`src/rtl/npc_ctrl_fsm_pkg.sv`:
```
`default_nettype none
// ============================================================================
// Module      : npc_pkg
// Description : Shared types and constants for the NPC multi-cycle sequencer.
// Revision    : 1.0 - initial release
// ============================================================================
package npc_pkg;

    // Sequencer states; the encoding is reused by the control FSM.
    typedef enum logic [2:0] {
        ST_IDLE  = 3'd0,
        ST_FETCH = 3'd1,
        ST_WAIT  = 3'd2,
        ST_EXEC  = 3'd3,
        ST_HALT  = 3'd4,
        ST_ERR   = 3'd5
    } npc_state_e;

    // Error codes reported on err_code.
    localparam logic [1:0] ERR_NONE     = 2'd0;
    localparam logic [1:0] ERR_TIMEOUT  = 2'd1;
    localparam logic [1:0] ERR_MISALIGN = 2'd2;

    localparam logic [31:0] NPC_EBREAK_INST = 32'h0010_0073;
    localparam logic [31:0] NPC_RESET_PC    = 32'h8000_0000;

    // A redirect target must be word aligned.
    function automatic logic is_misaligned(input logic [31:0] addr);
        return addr[1:0] != 2'b00;
    endfunction

endpackage : npc_pkg
`default_nettype wire

```
`src/rtl/npc_ctrl_fsm_if.sv`:
```
`default_nettype none
// ============================================================================
// Module      : npc_ctrl_fsm_if
// Description : Instruction-memory request/response handshake bundle.
// Revision    : 1.0 - initial release
// ============================================================================
interface npc_ctrl_fsm_if;

    logic        imem_req_valid;
    logic [31:0] imem_req_addr;
    logic        imem_req_ready;
    logic        imem_resp_valid;
    logic [31:0] imem_resp_inst;

    // Core side: issues requests, consumes responses.
    modport master (
        output imem_req_valid,
        output imem_req_addr,
        input  imem_req_ready,
        input  imem_resp_valid,
        input  imem_resp_inst
    );

    // Memory side.
    modport slave (
        input  imem_req_valid,
        input  imem_req_addr,
        output imem_req_ready,
        output imem_resp_valid,
        output imem_resp_inst
    );

endinterface : npc_ctrl_fsm_if
`default_nettype wire

```
`src/rtl/npc_ctrl_fsm_fetch_timer.sv`:
```
`default_nettype none
// ============================================================================
// Module      : npc_fetch_timer
// Description : 8-bit WAIT-state timeout counter with clear and enable.
//               expire is high while the count equals TIMEOUT.
// Revision    : 1.0 - initial release
// ============================================================================
module npc_fetch_timer #(
    parameter logic [7:0] TIMEOUT = 8'd255
) (
    input  wire logic clk,
    input  wire logic rst,      // synchronous, active low
    input  wire logic clr,
    input  wire logic en,
    output logic      expire
);

    logic [7:0] r_count;

    // Count waiting cycles; clear has priority over enable.
    always_ff @(posedge clk) begin
        if (!rst) begin
            r_count <= 8'd0;
        end else if (clr) begin
            r_count <= 8'd0;
        end else if (en) begin
            r_count <= r_count + 8'd1;
        end
    end

    assign expire = (r_count == TIMEOUT);

endmodule : npc_fetch_timer
`default_nettype wire

```
`src/rtl/npc_ctrl_fsm.sv`:
```
`default_nettype none
// ============================================================================
// Module      : npc_ctrl_fsm
// Description : Multi-cycle NPC sequencer. Owns the PC, fetches over a
//               valid/ready handshake, latches the IR, gates the register
//               file write to EXEC, halts on ebreak, stops on errors.
// Revision    : 1.0 - initial release
// ============================================================================
module npc_ctrl_fsm
    import npc_pkg::*;
#(
    parameter logic [31:0] RESET_PC    = NPC_RESET_PC,
    parameter logic [31:0] EBREAK_INST = NPC_EBREAK_INST,
    parameter logic [7:0]  TIMEOUT     = 8'd255
) (
    input  wire logic           clk,
    input  wire logic           rst,        // synchronous, active low
    npc_ctrl_fsm_if.master      imem,
    output logic [31:0]         inst,
    input  wire logic           dec_reg_wen,
    output logic                rf_wen,
    input  wire logic           br_taken,
    input  wire logic [31:0]    br_target,
    output logic [31:0]         pc,
    output logic                halt,
    output logic                err,
    output logic [1:0]          err_code,
    output logic [31:0]         instret
);

    localparam logic [2:0] c_IDLE  = ST_IDLE;
    localparam logic [2:0] c_FETCH = ST_FETCH;
    localparam logic [2:0] c_WAIT  = ST_WAIT;
    localparam logic [2:0] c_EXEC  = ST_EXEC;
    localparam logic [2:0] c_HALT  = ST_HALT;
    localparam logic [2:0] c_ERR   = ST_ERR;

    logic [2:0]  r_state;
    logic [31:0] r_pc;
    logic [31:0] r_inst;
    logic [1:0]  r_err_code;
    logic [31:0] r_instret;

    logic        w_in_fetch;
    logic        w_in_wait;
    logic        w_in_exec;
    logic        w_accept;
    logic        w_is_ebreak;
    logic        w_misalign;
    logic        w_expire;
    logic        w_timer_en;
    logic [31:0] w_pc_next;

    assign w_in_fetch  = (r_state == c_FETCH);
    assign w_in_wait   = (r_state == c_WAIT);
    assign w_in_exec   = (r_state == c_EXEC);
    assign w_accept    = w_in_fetch && imem.imem_req_ready;
    assign w_is_ebreak = (r_inst == EBREAK_INST);
    assign w_misalign  = br_taken && is_misaligned(br_target);
    assign w_pc_next   = br_taken ? br_target : (r_pc + 32'd4);
    assign w_timer_en  = w_in_wait && !imem.imem_resp_valid;

    npc_fetch_timer #(
        .TIMEOUT (TIMEOUT)
    ) u_fetch_timer (
        .clk    (clk),
        .rst    (rst),
        .clr    (w_accept),
        .en     (w_timer_en),
        .expire (w_expire)
    );

    // Sequencer state, PC, IR, retire counter and error code.
    always_ff @(posedge clk) begin
        if (!rst) begin
            r_state    <= c_IDLE;
            r_pc       <= RESET_PC;
            r_inst     <= 32'd0;
            r_err_code <= ERR_NONE;
            r_instret  <= 32'd0;
        end else begin
            case (r_state)
                c_IDLE: begin
                    r_state <= c_FETCH;
                end
                c_FETCH: begin
                    if (imem.imem_req_ready) begin
                        r_state <= c_WAIT;
                    end
                end
                c_WAIT: begin
                    if (imem.imem_resp_valid) begin
                        r_inst  <= imem.imem_resp_inst;
                        r_state <= c_EXEC;
                    end else if (w_expire) begin
                        r_err_code <= ERR_TIMEOUT;
                        r_state    <= c_ERR;
                    end
                end
                c_EXEC: begin
                    if (w_is_ebreak) begin
                        r_instret <= r_instret + 32'd1;
                        r_state   <= c_HALT;
                    end else if (w_misalign) begin
                        r_err_code <= ERR_MISALIGN;
                        r_state    <= c_ERR;
                    end else begin
                        r_pc      <= w_pc_next;
                        r_instret <= r_instret + 32'd1;
                        r_state   <= c_FETCH;
                    end
                end
                c_HALT, c_ERR: begin
                    // Terminal until reset; everything holds.
                end
                default: begin
                    r_state <= c_IDLE;
                end
            endcase
        end
    end

    assign imem.imem_req_valid = w_in_fetch;
    assign imem.imem_req_addr  = r_pc;

    // Write is suppressed for the ebreak and misaligned-redirect cases.
    assign rf_wen   = w_in_exec && dec_reg_wen && !w_is_ebreak && !w_misalign;
    assign inst     = r_inst;
    assign pc       = r_pc;
    assign halt     = (r_state == c_HALT);
    assign err      = (r_state == c_ERR);
    assign err_code = r_err_code;
    assign instret  = r_instret;

endmodule : npc_ctrl_fsm
`default_nettype wire

```
`src/flat_wrapper.sv`:
```
// flat-port wrapper written by rule: the top's interface ports become plain ports
module npc_ctrl_fsm_flat import npc_pkg::*;
#(
    parameter logic [31:0] RESET_PC    = NPC_RESET_PC,
    parameter logic [31:0] EBREAK_INST = NPC_EBREAK_INST,
    parameter logic [7:0]  TIMEOUT     = 8'd255
)
  (clk, rst, inst, dec_reg_wen, rf_wen, br_taken, br_target, pc, halt, err, err_code, instret, imem_imem_req_valid, imem_imem_req_addr, imem_imem_req_ready, imem_imem_resp_valid, imem_imem_resp_inst);
  npc_ctrl_fsm_if imem_i ();
  input  wire logic clk;
  input  wire logic rst;
  output logic [31:0] inst;
  input  wire logic dec_reg_wen;
  output logic rf_wen;
  input  wire logic br_taken;
  input  wire logic [31:0] br_target;
  output logic [31:0] pc;
  output logic halt;
  output logic err;
  output logic [1:0] err_code;
  output logic [31:0] instret;
  output wire logic [$bits(imem_i.imem_req_valid)-1:0] imem_imem_req_valid;
  output wire logic [$bits(imem_i.imem_req_addr)-1:0] imem_imem_req_addr;
  input wire logic [$bits(imem_i.imem_req_ready)-1:0] imem_imem_req_ready;
  input wire logic [$bits(imem_i.imem_resp_valid)-1:0] imem_imem_resp_valid;
  input wire logic [$bits(imem_i.imem_resp_inst)-1:0] imem_imem_resp_inst;
  assign imem_imem_req_valid = imem_i.imem_req_valid;
  assign imem_imem_req_addr = imem_i.imem_req_addr;
  assign imem_i.imem_req_ready = imem_imem_req_ready;
  assign imem_i.imem_resp_valid = imem_imem_resp_valid;
  assign imem_i.imem_resp_inst = imem_imem_resp_inst;
  npc_ctrl_fsm #(.RESET_PC(RESET_PC), .EBREAK_INST(EBREAK_INST), .TIMEOUT(TIMEOUT)) u_core (.clk(clk), .rst(rst), .imem(imem_i), .inst(inst), .dec_reg_wen(dec_reg_wen), .rf_wen(rf_wen), .br_taken(br_taken), .br_target(br_target), .pc(pc), .halt(halt), .err(err), .err_code(err_code), .instret(instret));
endmodule
```
`config.mk`:
```
export PLATFORM = sky130hd
export DESIGN_NAME = npc_ctrl_fsm_flat
export DESIGN_NICKNAME = d
export VERILOG_FILES = /design/src/rtl/npc_ctrl_fsm_pkg.sv /design/src/rtl/npc_ctrl_fsm_if.sv /design/src/rtl/npc_ctrl_fsm_fetch_timer.sv /design/src/rtl/npc_ctrl_fsm.sv /design/src/flat_wrapper.sv
export SDC_FILE = /design/constraint.sdc
export NUM_CORES = 1
export LEC_CHECK = 0
export BUFFER_PORTS_ARGS = -buffer_cell sky130_fd_sc_hd__clkbuf_2
export CAP_MARGIN = 20
export CORE_MARGIN = 2
export CORE_UTILIZATION = 30
export CTS_CLUSTER_SIZE = 28
export DETAILED_ROUTE_END_ITERATION = 6
export GPL_TIMING_DRIVEN = 1
export HOLD_SLACK_MARGIN = 0.06
export SETUP_SLACK_MARGIN = 0.15
export SYNTH_ARGS = -nofsm -noshare
export SYNTH_HDL_FRONTEND = slang
export SYNTH_SLANG_ARGS = --single-unit
```
`constraint.sdc`:
```
create_clock -name clk -period 3.2 [get_ports clk]
set_clock_uncertainty 0.15 [all_clocks]
set_input_delay 0.32 -clock clk [delete_from_list [all_inputs] [get_ports clk]]
set_output_delay 0.32 -clock clk [all_outputs]
set_load 0.005 [all_outputs]
```
Word-level counts from Yosys, hierarchy flattened:

Index checks and enable logic that the tools add are counted.

* register bits: 109
* bits of input ports: 70
* output and inout bits: 134
* word-level logic and storage cells: 60

* add/subtract/negate cells: 3
* equal/unequal tests: 14
* multiplexer cells: 14
* bitwise logic cells: 4
* reductions and logical operators: 19

Operator list (count)
* $mux W32: 3
* $add A32 B1 Y32 const B: 1
* $add A32 B3 Y32 const B: 1
* $eq A32 B21 Y1 const B: 1
* $mux W3: 5
* $pmux W3 S5: 1
* $ne A2 B2 Y1 const B: 5
* $add A8 B1 Y8 const B: 1
* $eq A8 B8 Y1 const B: 1
* $mux W2: 4
* $eq A3 B2 Y1 const B: 2
* $eq A3 B3 Y1 const B: 2
* $logic_and A1 B1 Y1: 6
* $reduce_and A3 Y1: 2
* $reduce_and A5 Y1: 1
* $not A1 Y1: 4
* $pmux W2 S2: 1
* $reduce_and A2 Y1: 2
* $reduce_bool A2 Y1: 2
* $reduce_or A2 Y1: 2
* $eq A3 B1 Y1 const B: 1
* $logic_not A1 Y1: 3
* $logic_not A3 Y1: 1
* $ne A3 B3 Y1 const B: 1
* $ne A2 B1 Y1 const B: 1

Logic depth before layout (Yosys ltp):

* depth after elaboration: 5
* gate-level depth with buffers: 9
* mapped depth without buffers: 6

By module:

Synthesis repeated with hierarchy kept, for this count alone.

* cells, all modules: 761
* area, all modules: 5839.4 um2

Modules (own cells, without submodules)
* npc_ctrl_fsm: times used 1, cells each 721, area each 5485.3 um2
* npc_fetch_timer: times used 1, cells each 40, area each 354.1 um2

Worst setup path after synthesis:

OpenSTA, ideal clock, no wires.

* kind: register -> register
* start point: reg u_core.r_pc[7] (netlist: u_core.imem.imem_req_addr[7])
* end point: reg u_core.r_pc[16] (netlist: u_core.imem.imem_req_addr[16])
* setup time: 0.119 ns
* data arrival time: 1.656 ns
* required time: 2.931 ns
* path slack: 1.276 ns
* stages on the path, launching flop included: 5
* path buffers: 0
* cells stage by stage: dfxtp_1 > nand4_2 > or4_1 > o22a_1 > o221a_2

* cells in the longest elaborated chain, start to end: 2

Ends and longest elaborated chain
* start: declaration: line npc_ctrl_fsm.sv:39 `logic [31:0] r_pc;`
* start signal: assignment: line npc_ctrl_fsm.sv:108 `r_pc <= w_pc_next;`
* $add A32 B3 Y32: line npc_ctrl_fsm.sv:60 `assign w_pc_next = br_taken ? br_target : (r_pc + 32'd4);`
* $mux W32: line npc_ctrl_fsm.sv:60

No other way between the ends.
A chain may end at the register's enable or synchronous reset.

Final worst setup path:

* start point: reg u_core.r_inst[3] (netlist: u_core.inst[3])
* end point: reg u_core.r_instret[20] (netlist: u_core.instret[20])

* cells in the longest elaborated chain, start to end: 3
* elaborated cells on any way between the ends: 4
* classes of those cells: eq/ne: 2; mux: 1; reduce/logical: 1

Ends and longest elaborated chain
* start: declaration: line npc_ctrl_fsm.sv:40 `logic [31:0] r_inst;`
* start signal: assignment: line npc_ctrl_fsm.sv:93 `r_inst <= imem.imem_resp_inst;`
* $eq A32 B21 Y1 *: line npc_ctrl_fsm.sv:58 `assign w_is_ebreak = (r_inst == EBREAK_INST);`
* $ne A2 B1 Y1 (no line)
* $reduce_and A2 Y1 (no line)
* end signal: assignment: line npc_ctrl_fsm.sv:102 `r_instret <= r_instret + 32'd1;`
* end signal: assignment: line npc_ctrl_fsm.sv:109 `r_instret <= r_instret + 32'd1;`
* end: declaration: line npc_ctrl_fsm.sv:42 `logic [31:0] r_instret;`

Mark *: on every way between the ends. The rest lies on a longest branch, timed or not.

==> results.env <==
OUTCOME='finished clean'
DP.CELLS=1144
DRT-WIRELENGTH-PER-CELL_UM=15.1
VIAS_PER_CELL=5.09
FLOORPLAN.IO_PINS=204
SYN_AVG_CELL_AREA_UM2=7.83
CORE_MM2=0.0193
POWER.SWITCHING_FRACTION_PCT=31.2
REPORT.FINAL.HOLD_VIOL_COUNT=0
CTS_HTREE_LEVELS=3
SYNTH.FF_LATCH_COUNT=109
DIEAREA_MM2=0.0207
DRIVE_ABOVE_1_SHARE_PCT=27.7
VDD.IR_DROP.WORST_V=0.000273
DRV_CAP=0
POWER.STATIC_LEAKAGE_nW=2.94
CTS.REPAIR_TIMING.SETUP_BUFFER_COUNT=0
SHARE_CLK_OF_TOTAL_POWER_PCT=35.1
CTS_MADE_BUFFERS=9
CTS_TREE='done'
REPORT.FINAL.SETUP_VIOL=0
YOSYSWARNINGCOUNT=0
INT_POWER_mW=2.34
SEQ_POWER_SHARE_PCT=45.5
CORE.ROWCOUNT=51
DIE_H_UM=144
CTS.REPAIR.RESIZED=0
GRT_START_MAX_NET_PINS=63
CLKTRANSATPATHREGS_NS=0.08
FINAL_CORE_UTIL_PCT=38.8
PORTBUFFERS=203
FLOORPLAN.INITIALDENSITY_PCT=30.3
FINALMAXSLEWVIOLATIONS=0
TOTALNEGATIVESETUPSLACK_NS=0
GRT_SETUP_UNREPAIRED='no'
SYNTH_COMMON_CELLS='sky130_fd_sc_hd__nand2_1, sky130_fd_sc_hd__dfxtp_1, sky130_fd_sc_hd__a21oi_1, sky130_fd_sc_hd__nor2_1, sky130_fd_sc_hd__clkbuf_1'
SYNTH_EDF_COUNT=0
SYNTH_TOP_CELL_AREA_SHARE_PCT=37.2
WORST_PIN_SLEW_NS=1.03
DRT_PRE_ANTENNA_ITERS=5
CTS_ROOT_BUF='sky130_fd_sc_hd__clkbuf_16'
PWR-SHARE-COMB_PCT=19.5
SYN_NETS=821
PLACE.DETAILED.HPWL_UM=12400
SINK_COUNT=109
CTS.PATH.MAX_BUFFERS=2
POWER_DENSITY_mW_PER_MM2=454
FINAL_NET_COUNT=996
DRTITER0DRC=357
YOSYS.AREA.TOP_TYPE='sky130_fd_sc_hd__dfxtp_1'
FINALWIRELENGTH_UM=18000
FIN_CRIT_NS=2.56
SYNTH_CELLS=748
DRC_ERRORS=0
FINAL_CELL_COUNT_NO_FILL=1193
CTS.HOLD.BUFFERS_ADDED=33
MAPPEDNETLISTAREA_MM2=0.00586
SYNTH.LIB_CELLS_USED.DISTINCT=60
NETLIST_TOP_CELLS_AREA='sky130_fd_sc_hd__dfxtp_1, sky130_fd_sc_hd__nand2_1, sky130_fd_sc_hd__a21oi_1'
SLEW_HEADROOM_PCT=31.5
GRT_PASS1_WL_UM=29200
POWER.NET_SWITCHING_mW=1.06
MAX_FREQ_GHz=0.391
GP_CONGESTION=0.826
DRT.ANTENNA.VIOLATING_NETS=0
FIRST_GLOBAL_VIAS=5660
MOST_NUMEROUS_CELL_IN_THE_YOSYS_NETLIST='sky130_fd_sc_hd__nand2_1'
DIE_WIDTH_UM=144
WORSTSETUPENDPOINTTYPE='flip-flop'
VIAS=6078
WORSTSKEWPAIRLATENCY_NS=0.36
CP-START-KIND='flip-flop'
ASYNC_RESET_FF_SHARE_PCT=0
WORST_EP_ARRIVAL_TIME_NS=2.64
MIN_PERIOD_OVER_PERIOD_PCT=79.9
GLOBALROUTETOTALUTIL_PCT=17.6
SYN_TO_FINAL_GROWTH_PCT=28.0
TIMING.HOLD.WORST.CLASS='input pin to flip-flop'
PATH_MAX_FANOUT=42
DIODES=0
YOSYS_MOST_USED_DFF='sky130_fd_sc_hd__dfxtp_1'
TIMING_WORST_SETUP_PATH_TYPE='flip-flop to flip-flop'
SYNTH-SEQ-AREA-SHARE_PCT=37.2
REQUIRED_NS=3.29
GRT_ANTENNA_BEFORE_REPAIR=0
GRT-OVFL-TOTAL=0
through the flow:
| stage | total power, mW | area (um2) | worst slack (ns) | hold slack (ns) |
|---|---|---|---|---|
| 2_1_floorplan | 1.97 | 5860 | 1.28 | 0.306 |
| 3_3_place_gp | 2.21 | 6860 | 0.733 | 0.307 |
| 3_5_place_dp | 2.21 | 6860 | 0.676 | 0.311 |
| 4_1_cts | 3.46 | 7500 | 0.651 | 0.0684 |
| 5_1_grt | 3.60 | 7500 | 0.435 | 0.0983 |
| 6_report | 3.40 | 7500 | 0.644 | 0.0920 |
power by group through the flow:
stage               sequential, mW  clock [mW]  combinational (mW)
global route                  1.56        1.29               0.748
detailed placement            1.58           0               0.637
finish                        1.55        1.19               0.662
floorplan                     1.54           0               0.431
global placement              1.57           0               0.637
CTS                           1.54        1.25               0.670
state kept, by name (all words and copies together), names as in the netlist:
signal	count
u_core.u_fetch_timer.r_count	8
u_core.instret	32
u_core.err_code	2
u_core.r_state	3
u_core.inst	32
u_core.imem.imem_req_addr	32
kinds of logic after synthesis:
group                      count (synthesis)  synth area share (%)
and+or+nand+nor                          327                  29.4
AOI/OAI and AO/OA                        197                  21.4
DFF                                      109                  37.2
buffers and inverters                     96                  8.67
muxes                                      9                  1.54
xor gates and xnor gates                   7                  1.05
adders and majority gates                  3                 0.641
layer usage:
layer  global-route usage [%]  part of all wire [%]  vias up
li1                         -                     -     3046
met1                     24.0                    46     2821
met2                     27.4                    46      193
met3                     4.33                   6.0       18
met4                     5.68                   1.5        0
met5                        0                     0        -
layout by cell type, fill, tap and decap left out, drive strengths merged, types with 24 or more instances in the layout:
cell type,count
o21ai,32
nand4,24
nand3,34
dlygate4sd3,33
clkbuf,213
a21oi,78
nand2,140
nor2,37
dfxtp,109
area by class of cell:
cell class                      count  area (um2)
Fill cell                        2016       11800
Timing Repair Buffer              248        1450
Inverter                           12        45.0
Sequential cell                   109        2180
Clock buffer                       10         229
Clock inverter                      6        77.6
Tap cell                          265         332
Multi-Input combinational cell    543        3180
final timing paths:
check	startpoint	end	slack [ns]	cells after the start
worst max-delay path	u_core.inst[3]$_SDFFE_PN0P_	u_core.instret[20]$_SDFFE_PN0P_	0.64	6
worst min-delay path	br_target[2]	u_core.imem.imem_req_addr[2]$_SDFFE_PN0P_	0.09	3
worst max register to register	u_core.inst[3]$_SDFFE_PN0P_	u_core.instret[20]$_SDFFE_PN0P_	0.64	6
worst min register to register	u_core.inst[5]$_SDFFE_PN0P_	u_core.inst[5]$_SDFFE_PN0P_	0.32	2
critical path: stages, from the launching register on:
cell and delay (ns):
sky130_fd_sc_hd__dfxtp_1 0.36, sky130_fd_sc_hd__and4bb_1 0.25, sky130_fd_sc_hd__and4_1 0.24, sky130_fd_sc_hd__a21oi_4 0.82, sky130_fd_sc_hd__buf_4 0.35, sky130_fd_sc_hd__nor4_1 0.09
sky130_fd_sc_hd__mux2i_1 0.15
(Power assumes the default switching activity.)
